[src/rtl/mem_stage.sv]
// ---------------------------------------------------------------------------
// mem_stage
// Memory stage of the pipeline. It drives a request/acknowledge data-memory
// port, stalls the upstream pipeline while an access waits for dmem_ack,
// aborts an access that waits too long, and registers the results into the
// MEM/WB pipeline register.
//
// Parameters
//   WAIT_LIMIT         maximum WAIT-state cycles without dmem_ack before the
//                      access is aborted (1..255)
//
// Ports
//   clk, rst           rising-edge clock, synchronous active-high reset
//   mem_to_reg_in      writeback selects memory data
//   reg_write_in       instruction writes the register file
//   mem_write_in       store request
//   mem_read_in        load request
//   address_in [31:0]  ALU result (memory address or writeback value)
//   rt_in      [31:0]  store data
//   reg_dest_in [4:0]  destination register
//   dmem_req/we/addr/wdata   data-memory request side
//   dmem_ack/rdata           data-memory response side
//   mem_stall          freezes PC and all upstream pipeline registers
//   mem_err            sticky timeout flag, cleared only by rst
//   wb_*               registered MEM/WB outputs
// ---------------------------------------------------------------------------
module mem_stage #(
  parameter int WAIT_LIMIT = 15
) (
  input  logic        clk,
  input  logic        rst,
  input  logic        mem_to_reg_in,
  input  logic        reg_write_in,
  input  logic        mem_write_in,
  input  logic        mem_read_in,
  input  logic [31:0] address_in,
  input  logic [31:0] rt_in,
  input  logic [4:0]  reg_dest_in,
  output logic        dmem_req,
  output logic        dmem_we,
  output logic [31:0] dmem_addr,
  output logic [31:0] dmem_wdata,
  input  logic        dmem_ack,
  input  logic [31:0] dmem_rdata,
  output logic        mem_stall,
  output logic        mem_err,
  output logic        wb_mem_to_reg_out,
  output logic        wb_reg_write_out,
  output logic [31:0] wb_read_data_out,
  output logic [31:0] wb_alu_res_out,
  output logic [4:0]  wb_reg_dest_out
);

  typedef enum logic {
    IDLE = 1'b0,
    WAIT = 1'b1
  } state_t;

  // Counter value on which a still-unacknowledged WAIT cycle aborts.
  localparam logic [7:0] LAST_WAIT = 8'(WAIT_LIMIT - 1);

  state_t      state, state_nxt;
  logic [7:0]  wait_cnt, wait_cnt_nxt;
  logic        mem_err_nxt;
  logic        access;
  logic        abort;
  logic        read_done;

  // A store wins when both request bits are set, so dmem_we simply follows
  // mem_write_in; the address and write data pass straight through.
  assign access     = mem_read_in | mem_write_in;
  assign dmem_we    = mem_write_in;
  assign dmem_addr  = address_in;
  assign dmem_wdata = rt_in;

  // The request stays up for the whole WAIT period because upstream holds
  // the instruction stable while we stall. Reset forces it low even in WAIT.
  assign dmem_req  = ~rst & (((state == IDLE) & access) | (state == WAIT));
  assign mem_stall = dmem_req & ~dmem_ack & ~abort;

  // Only a completed pure load returns memory data; stores (including the
  // read+write combination) hand zero to writeback.
  assign read_done = dmem_req & dmem_ack & mem_read_in & ~mem_write_in;

  // Next-state logic. Ack is tested before the timeout so an ack arriving on
  // the last allowed cycle still completes normally.
  always_comb begin
    state_nxt    = state;
    wait_cnt_nxt = wait_cnt;
    mem_err_nxt  = mem_err;
    abort        = 1'b0;
    case (state)
      IDLE: begin
        if (access && !dmem_ack) begin
          state_nxt    = WAIT;
          wait_cnt_nxt = 8'd0;
        end
      end
      WAIT: begin
        if (dmem_ack) begin
          state_nxt = IDLE;
        end else if (wait_cnt == LAST_WAIT) begin
          abort       = ~rst;
          mem_err_nxt = 1'b1;
          state_nxt   = IDLE;
        end else begin
          wait_cnt_nxt = wait_cnt + 8'd1;
        end
      end
      default: state_nxt = IDLE;
    endcase
  end

  // State, wait counter and sticky error flag. Reset abandons any access in
  // flight without flagging an error.
  always_ff @(posedge clk) begin
    if (rst) begin
      state    <= IDLE;
      wait_cnt <= 8'd0;
      mem_err  <= 1'b0;
    end else begin
      state    <= state_nxt;
      wait_cnt <= wait_cnt_nxt;
      mem_err  <= mem_err_nxt;
    end
  end

  // MEM/WB pipeline register. A stalled or aborted cycle inserts a bubble so
  // the waiting or faulting instruction never reaches the register file.
  always_ff @(posedge clk) begin
    if (rst || mem_stall || abort) begin
      wb_mem_to_reg_out <= 1'b0;
      wb_reg_write_out  <= 1'b0;
      wb_read_data_out  <= 32'd0;
      wb_alu_res_out    <= 32'd0;
      wb_reg_dest_out   <= 5'd0;
    end else begin
      wb_mem_to_reg_out <= mem_to_reg_in;
      wb_reg_write_out  <= reg_write_in;
      wb_read_data_out  <= read_done ? dmem_rdata : 32'd0;
      wb_alu_res_out    <= address_in;
      wb_reg_dest_out   <= reg_dest_in;
    end
  end

endmodule

[config.mk]
export PLATFORM = sky130hd
export DESIGN_NAME = mem_stage
export DESIGN_NICKNAME = d
export VERILOG_FILES = /design/src/rtl/mem_stage.sv
export SDC_FILE = /design/constraint.sdc
export NUM_CORES = 1
export LEC_CHECK = 0
export CAP_MARGIN = 20
export CORE_MARGIN = 4
export CORE_UTILIZATION = 35
export DETAILED_ROUTE_END_ITERATION = 16
export GPL_ROUTABILITY_DRIVEN = 0
export PLACE_DENSITY_LB_ADDON = 0.12
export SLEW_MARGIN = 5
export SYNTH_ARGS = -nofsm -noshare
export SYNTH_HDL_FRONTEND = slang
export SYNTH_SLANG_ARGS = --single-unit
[constraint.sdc]
create_clock -name clk -period 4.55 [get_ports clk]
set_clock_uncertainty 0.2 [all_clocks]
set_input_delay 0.91 -clock clk [delete_from_list [all_inputs] [get_ports clk]]
set_output_delay 0.91 -clock clk [all_outputs]
set_load 0.02 [all_outputs]
# After elaboration in Yosys (flattened, before gate mapping)
# Cells that the tools add are included.
# Widths: inputs -> output; s select.
[op_classes]
add_sub_neg = 1
eq_ne = 4
mux = 11
bitwise = 15
n_reduce_logical = 7
[op_table]
columns = ["cell", "count"]
rows = [
  ["$mux 8", 3],
  ["$pmux 8 s2", 1],
  ["$add 8x1->8 const B", 1],
  ["$eq 8x4->1 const B", 1],
  ["$and 1x1->1", 7],
  ["$mux 1", 6],
  ["$not 1->1", 6],
  ["$reduce_and 3->1", 2],
  ["$ne 2x2->1 const B", 2],
  ["$logic_or 1x1->1", 2],
  ["$ne 2x1->1 const B", 1],
  ["$or 1x1->1", 2],
  ["$pmux 1 s2", 1],
  ["$reduce_or 2->1", 1],
  ["$logic_and 1x1->1", 1],
  ["$logic_not 1->1", 1],
]
[totals]
ff_bits = 81

# Depth between registers and ports, before layout
# Gate-level depths: netlist of the first run.
[depth]
ltp_word = 9
depth_mapped = 7
depth_no_buf = 6

# Least setup slack after synthesis of the first run
# OpenSTA, ideal clock, no wires.
[synth_path]
path_kind = "input-to-output"
from = "input rst"
to = "output mem_stall"
arrival_time_ps = 2166
required_time_ps = 3440
setup_slack_ps = 1274
cell_stages = 2
path_buffers = 1
cell_sequence = "buf_2 -> a2111oi_0"
[synth_between]
elab_chain_cells = 6
elab_cells_between_ends = 8
classes_between = "mux: 3; bitwise: 5"
[synth_rtl]
columns = ["element", "line", "text"]
rows = [
  ["start: declaration", "31", "input logic rst,"],
  ["$not 1->1 *", "78, 103", ""],
  ["$mux 1", "102", "end else if (wait_cnt == LAST_WAIT) begin"],
  ["$mux 1", "100", "if (dmem_ack) begin"],
  ["$mux 1", "92", "case (state)"],
  ["$not 1->1", "79", "assign mem_stall = dmem_req & ~dmem_ack & ~abort;"],
  ["$and 1x1->1 *", "79", ""],
  ["end: declaration", "45", "output logic mem_stall,"],
]
# Every way passes the cells marked *; elsewhere a longest branch is shown, timed or not.

# Worst setup path in the final report of the first run
[layout_path]
from = "input mem_write_in"
to = "output mem_stall"
[layout_between]
elab_chain_cells = 6
[layout_rtl]
columns = ["element", "line", "text"]
rows = [
  ["start: declaration", "34", "input logic mem_write_in,"],
  ["$or 1x1->1", "71", "assign access = mem_read_in | mem_write_in;"],
  ["$and 1x1->1", "78", "assign dmem_req = ~rst & (((state == IDLE) & access) | (state == WAIT));"],
  ["$or 1x1->1", "78", ""],
  ["$and 1x1->1", "78", ""],
  ["$and 1x1->1 (2 in a row)", "79", ""],
]
# No other way between the ends.

==> out/metrics.cfg, run 1 <==
[detailed_routing]
ant_nets=0
drtIter0Drc=47
drc_errors=0
vias=2151
routed_wl_um=7550
drtPass1Iterations=4
viasPerCell=4.20
detail_route.wl_per_cell_um=14.7

[critical_path]
timing.rr.end=wait_cnt[5]
crit_type=input port to primary output
cp-startpoint=mem_write_in
reg2reg_depth=6
r2r_slack_ps=2730
crit_path_max_fanout=5
worst_setup_path_start_kind=input port
reg2reg_from=wait_cnt[0]
arrival_ps=2630
endpoint_kind=primary output
crit_path_end=mem_stall
crit_required_ps=3440

[pwr]
p_int_mw=1.13
peakVddDrop_uv=154
swShare_pct=24.1
power.switching_mw=0.360
pwr-share-seq_pct=49.3
clkPwrFrac_pct=35.4
p_comb_share_pct=15.3
leakagePower_nw=1.78
p_per_area_nw_per_um2=324

[cts]
cts_hold_buf=0
cts_made_buffers=9
cts_num_sinks=81
path_clk_slew_ps=70
cts_root_buffer=clkbuf_8
cts_tree=done
clockBufferDepth=2
post_cts_buffers=0
clk_latency_ps=340
cts_resized=0
htree_levels=3

[synthesis]
synth_cell_types=37
synth_warnings=0
synth_flop_cell=dfxtp_1
avgSynthCellArea_um2=10.6
ys_ff_latch=81
synth_edf_count=0
syn_nets=391
synth-seq-area-share_pct=54.5
syn_area_um2=2980
syn-instance-count=281
async_flop_share_pct=0

[sta]
worst_slack_ps=814
setup_violations=0
max-slew-margin-rel_pct=67.9
rsz0062_at_grt=no
finalCritPeriodShare_pct=82.1
finalHoldViolCount=0
tns_ps=0
fin_crit_ps=3740
max_freq_ghz=0.268
drv_slew=0
worst_pin_slew_ps=481

[die]
fp.dieH_um=100
die_w_um=100
fp-row-count=33
die-area_um2=10000
core-area_um2=8260
io_pins=247
floorplan.initialDensity_pct=36.0

[place]
placed_area_um2=4410
dp_hpwl_um=5940
pre_cts_ws_ps=816
dp.cells=496
port_buffers=182

[final_layout]
final_util_pct=55.8
stdcell_count=512
diodes=0
drive_above_1_share_pct=7.62
fin_area_um2=4610
syn_to_final_growth_pct=55.0
fin_nets=512

[outcome]
status=finished, final reports clean

[global_route]
grt_pass1_wl_um=10800
track_usage_pct=14.5
grt_overflow=0
grt_max_degree=40
grt_pass1_vias=2079
grt_antenna_before_repair=0

[flow_run]
maxCapViolCount=0

[min_path]
hold_class=flop to flop

-- cell type report --
class | instances | area, um^2
Clock buffer | 10 | 138
Clock inverter | 6 | 66.3
Fill cell | 762 | 3650
Inverter | 2 | 7.51
Multi-Input combinational cell | 124 | 811
Sequential cell | 81 | 1620
Tap cell | 105 | 131
Timing Repair Buffer | 184 | 1840
-- flip-flops by register name (all words and copies together) (netlist names) --
name / cells
mem_err: 1
wb_reg_write_out: 1
state: 1
wb_mem_to_reg_out: 1
wb_reg_dest_out: 5
wait_cnt: 8
wb_read_data_out: 32
wb_alu_res_out: 32
-- critical path: stages --
cell	delay, ps
clkdlybuf4s50_1	530
nor3_2	80
a2111oi_0	410
clkdlybuf4s50_1	690
-- stage by stage --
stage / power [mW] / hold slack (ps)
finish: 1.49 / 289
global placement: 0.985 / 258
detailed placement: 0.986 / 282
floorplan: 0.897 / 238
CTS: 1.52 / 293
global route: 1.56 / 321
-- power by group through the flow --
stage	clock network, mW	registers [mW]	logic, mW
finish	0.529	0.737	0.229
global route	0.581	0.740	0.242
CTS	0.550	0.737	0.233
detailed placement	0	0.754	0.232
global placement	0	0.753	0.231
floorplan	0	0.782	0.115
-- synthesized netlist by cell type (2+ instances only) --
| master | number | share of area (%) |
|---|---|---|
| nand4_1 | 2 | 0.42 |
| nand3_1 | 5 | 0.84 |
| nor2_1 | 7 | 0.88 |
| o21ai_0 | 2 | 0.34 |
| or4_1 | 2 | 0.50 |
| buf_4 | 67 | 17 |
| ha_1 | 2 | 0.84 |
| clkbuf_1 | 5 | 0.63 |
| nand2b_1 | 3 | 0.63 |
| a2111oi_0 | 2 | 0.59 |
| or3_2 | 2 | 0.50 |
| and2_1 | 71 | 15 |
| dfxtp_1 | 81 | 54 |
| nand2_1 | 5 | 0.63 |
| inv_1 | 2 | 0.25 |
| a21oi_1 | 2 | 0.34 |
-- worst min-delay path by stage --
stage	from	end	slack (ps)	cells past startpoint
2_1_floorplan	wait_cnt[7]	wait_cnt[7]	240	2
3_3_place_gp	wait_cnt[7]	wait_cnt[7]	260	2
3_5_place_dp	wait_cnt[7]	wait_cnt[7]	280	2
4_1_cts	wait_cnt[7]	wait_cnt[7]	290	2
5_1_grt	wait_cnt[7]	wait_cnt[7]	320	2
6_report	wait_cnt[7]	wait_cnt[7]	290	2
-- kinds of logic (layout without fill, tap and decap cells) --
| logic type | Yosys count | after routing | share of synthesized area, % |
|---|---|---|---|
| DFF | 81 | 81 | 54.5 |
| AOI/OAI and AO/OA | 14 | 14 | 3.87 |
| muxes | 1 | 1 | 0.336 |
| adders and majority gates | 2 | 2 | 0.841 |
| and+or+nand+nor | 107 | 107 | 22.1 |
| buffers and inverters | 76 | 202 | 18.3 |
-- cells in the final DEF (no fill, tap or decap), types with 2 or more instances in the layout --
cell type,n
a2111oi_0,2
a21oi_1,2
and2_1,71
buf_4,2
clkbuf_8,10
clkdlybuf4s50_1,182
clkinv_2,2
clkinv_4,2
dfxtp_1,81
ha_1,2
inv_1,2
nand2_1,5
nand2b_1,3
nand3_1,5
nand4_1,2
nor2_1,6
o21ai_0,2
or3_2,2
or4_1,2
-- routing by layer --
metal  share of wire, %  routed length [um]  GRT usage, %
met1                 32                2440          13.4
met3                7.3                 550          5.77
met5                  0                   0             0
met2                 59                4460          27.9
met4                1.2                  91          5.91
Power figures use the tool's default switching activity.
==> inputs of run 2 (changes only) <==
--- a/config.mk
+++ b/config.mk
@@ -7,7 +7,7 @@
 export LEC_CHECK = 0
 export CAP_MARGIN = 20
 export CORE_MARGIN = 4
-export CORE_UTILIZATION = 35
+export CORE_UTILIZATION = 32
 export DETAILED_ROUTE_END_ITERATION = 16
 export GPL_ROUTABILITY_DRIVEN = 0
 export PLACE_DENSITY_LB_ADDON = 0.12
==> constraint.sdc (replaced) <==
create_clock -name clk -period 3.5 [get_ports clk]
set_clock_uncertainty 0.2 [all_clocks]
set_input_delay 0.7 -clock clk [delete_from_list [all_inputs] [get_ports clk]]
set_output_delay 0.7 -clock clk [all_outputs]
set_load 0.02 [all_outputs]
==> run 2 against run 1 <==
Compared with the run above: via count decreased by 0.74%; die area increased by 8.6%; total power rose by 24%; global-route usage is 0.68 points lower; setup slack got worse by 600 ps; worst hold slack worse by 7.6 ps.
==> out/metrics.cfg, run 2 (synthesis gave the netlist of run 1 again) <==
[outcome]
status=finished, final reports clean

[critical_path]
crit_required_ps=2600  ; -840 ps
crit_type=input port to primary output
crit_path_end=mem_stall
reg2reg_from=wait_cnt[0]
worst_setup_path_start_kind=input port
crit_path_max_fanout=5  ; unchanged
timing.rr.end=wait_cnt[5]
endpoint_kind=primary output
cp-startpoint=mem_write_in
r2r_slack_ps=1680  ; -1050 ps
arrival_ps=2380  ; -250 ps
reg2reg_depth=6  ; unchanged

[final_layout]
stdcell_count=515  ; +0.59%
final_common_cell=clkdlybuf4s50_1
diodes=0  ; unchanged
drive_above_1_share_pct=7.13  ; -0.49 points
reg_top3=wb_alu_res_out: 32 flops, wb_read_data_out: 32 flops, wait_cnt: 8 flops
fin_nets=512  ; unchanged
final_cell_mix=clkdlybuf4s50_1 (182), dfxtp_1 (81), and2_1 (71)
syn_to_final_growth_pct=54.0

[global_route]
met2_usage_pct=27.3  ; -0.62 points
grtUsageMet1_pct=12.7  ; -0.67 points
grt_antenna_before_repair=0  ; unchanged
track_usage_pct=13.8  ; -0.68 points
grt_max_degree=40  ; unchanged
grt_pass1_wl_um=11600  ; +6.8%
grt_pass1_vias=2093  ; +0.67%
use_met3_pct=3.97  ; -1.8 points
grt_busiest_layer=met2
grt_overflow=0  ; unchanged

[cts]
post_cts_buffers=0  ; unchanged
clockBufferDepth=2  ; unchanged
cts_root_buffer=clkbuf_8
cts_made_buffers=9  ; unchanged
htree_levels=3  ; unchanged
clk_latency_ps=330  ; about the same
path_clk_slew_ps=80  ; about the same
cts_tree=done
cts_hold_buf=0  ; unchanged
cts_resized=0  ; unchanged
cts_num_sinks=81  ; unchanged

[min_path]
hold_class=flop to flop
hold_depth=2  ; unchanged

[detailed_routing]
ant_nets=0  ; unchanged
drtPass1Iterations=3  ; -1
vias=2135  ; -0.74%
drtIter0Drc=37  ; -21%
drc_errors=0  ; unchanged
routed_wl_um=7730  ; +2.4%
detail_route.wl_per_cell_um=15.0  ; +1.8%
viasPerCell=4.15  ; -1.3%

[die]
fp.dieH_um=104  ; +4.2%
fp-row-count=34  ; +3.0%
io_pins=247  ; unchanged
die_w_um=104  ; +4.2%
core-area_um2=8890  ; +7.7%
die-area_um2=10900  ; +8.6%
floorplan.initialDensity_pct=33.5  ; -2.6 points

[sta]
rsz0062_at_grt=no
max_freq_ghz=0.305
fin_crit_ps=3280
tns_ps=0  ; unchanged
drv_slew=0  ; unchanged
finalHoldViolCount=0  ; unchanged
setup_violations=0  ; unchanged
finalCritPeriodShare_pct=93.8
max-slew-margin-rel_pct=67.7  ; -0.19 points
worst_pin_slew_ps=484  ; +2.85 ps
whs_ps=281  ; -7.62 ps

[place]
port_buffers=182  ; unchanged
dp.cells=499  ; +0.60%
dp_hpwl_um=6150  ; +3.5%

[pwr]
p_per_area_nw_per_um2=405  ; +25%
leakagePower_nw=1.75  ; -1.7%
peakVddDrop_uv=181  ; +17%

[flow_run]
maxCapViolCount=0  ; unchanged

-- run 2: changes by cell type in the layout (fill, tap and decap cells not counted) --
cell        change
clkinvlp_4      +3
clkbuf_1        +2
clkinv_2        -2
bufinv_16       -1
clkbuf_8        -1
clkinv_4        -1
-- run 2: stage by stage --
step	util, %	power (mW)	instance area [um^2]	setup slack, ps
floorplan	-	1.17	2980	644
global placement	49.6	1.28	4410	218
detailed placement	49.6	1.28	4410	220
CTS	51.5	1.88	4580	220
global route	51.5	1.93	4580	89.4
finish	51.5	1.85	4580	216
-- run 2: how the worst min path moves through the flow --
stage	start	slack, ps	end
after floorplan	wait_cnt[7]	240	wait_cnt[7]
after global placement	mem_err	250	mem_err
after detailed placement	mem_err	270	mem_err
after CTS	wait_cnt[7]	280	wait_cnt[7]
after global routing	wait_cnt[7]	310	wait_cnt[7]
final	wait_cnt[7]	280	wait_cnt[7]
-- run 2: per-layer routing --
metal	vias up	share of wire [%]	wire [um]
li1	1073	-	-
met3	15	6.6	507
met5	-	0	0
met1	970	32	2510
met2	77	59	4560
met4	0	1.9	149
-- run 2: final cells by class --
type | instances | area, um^2
repair buffers | 184 | 1840
fillers | 808 | 4310
clock inverters | 5 | 40.0
flip-flops and latches | 81 | 1620
clock buffers | 11 | 131
multi-input cells | 124 | 811
well taps | 108 | 135
inverters | 2 | 7.51
-- run 2: critical path, stage by stage --
cell             delay, ps
clkdlybuf4s50_1        530
nor3_2                  80
a2111oi_0              380
clkdlybuf4s50_1        680
-- run 2: report_power, final --
part	leakage [nW]	total, mW	switching, mW	internal (mW)
registers	0.661	0.958	0.00802	0.950
logic	1.01	0.298	0.125	0.173
clock network	0.0762	0.598	0.336	0.262
total	1.75	1.85	0.469	1.39
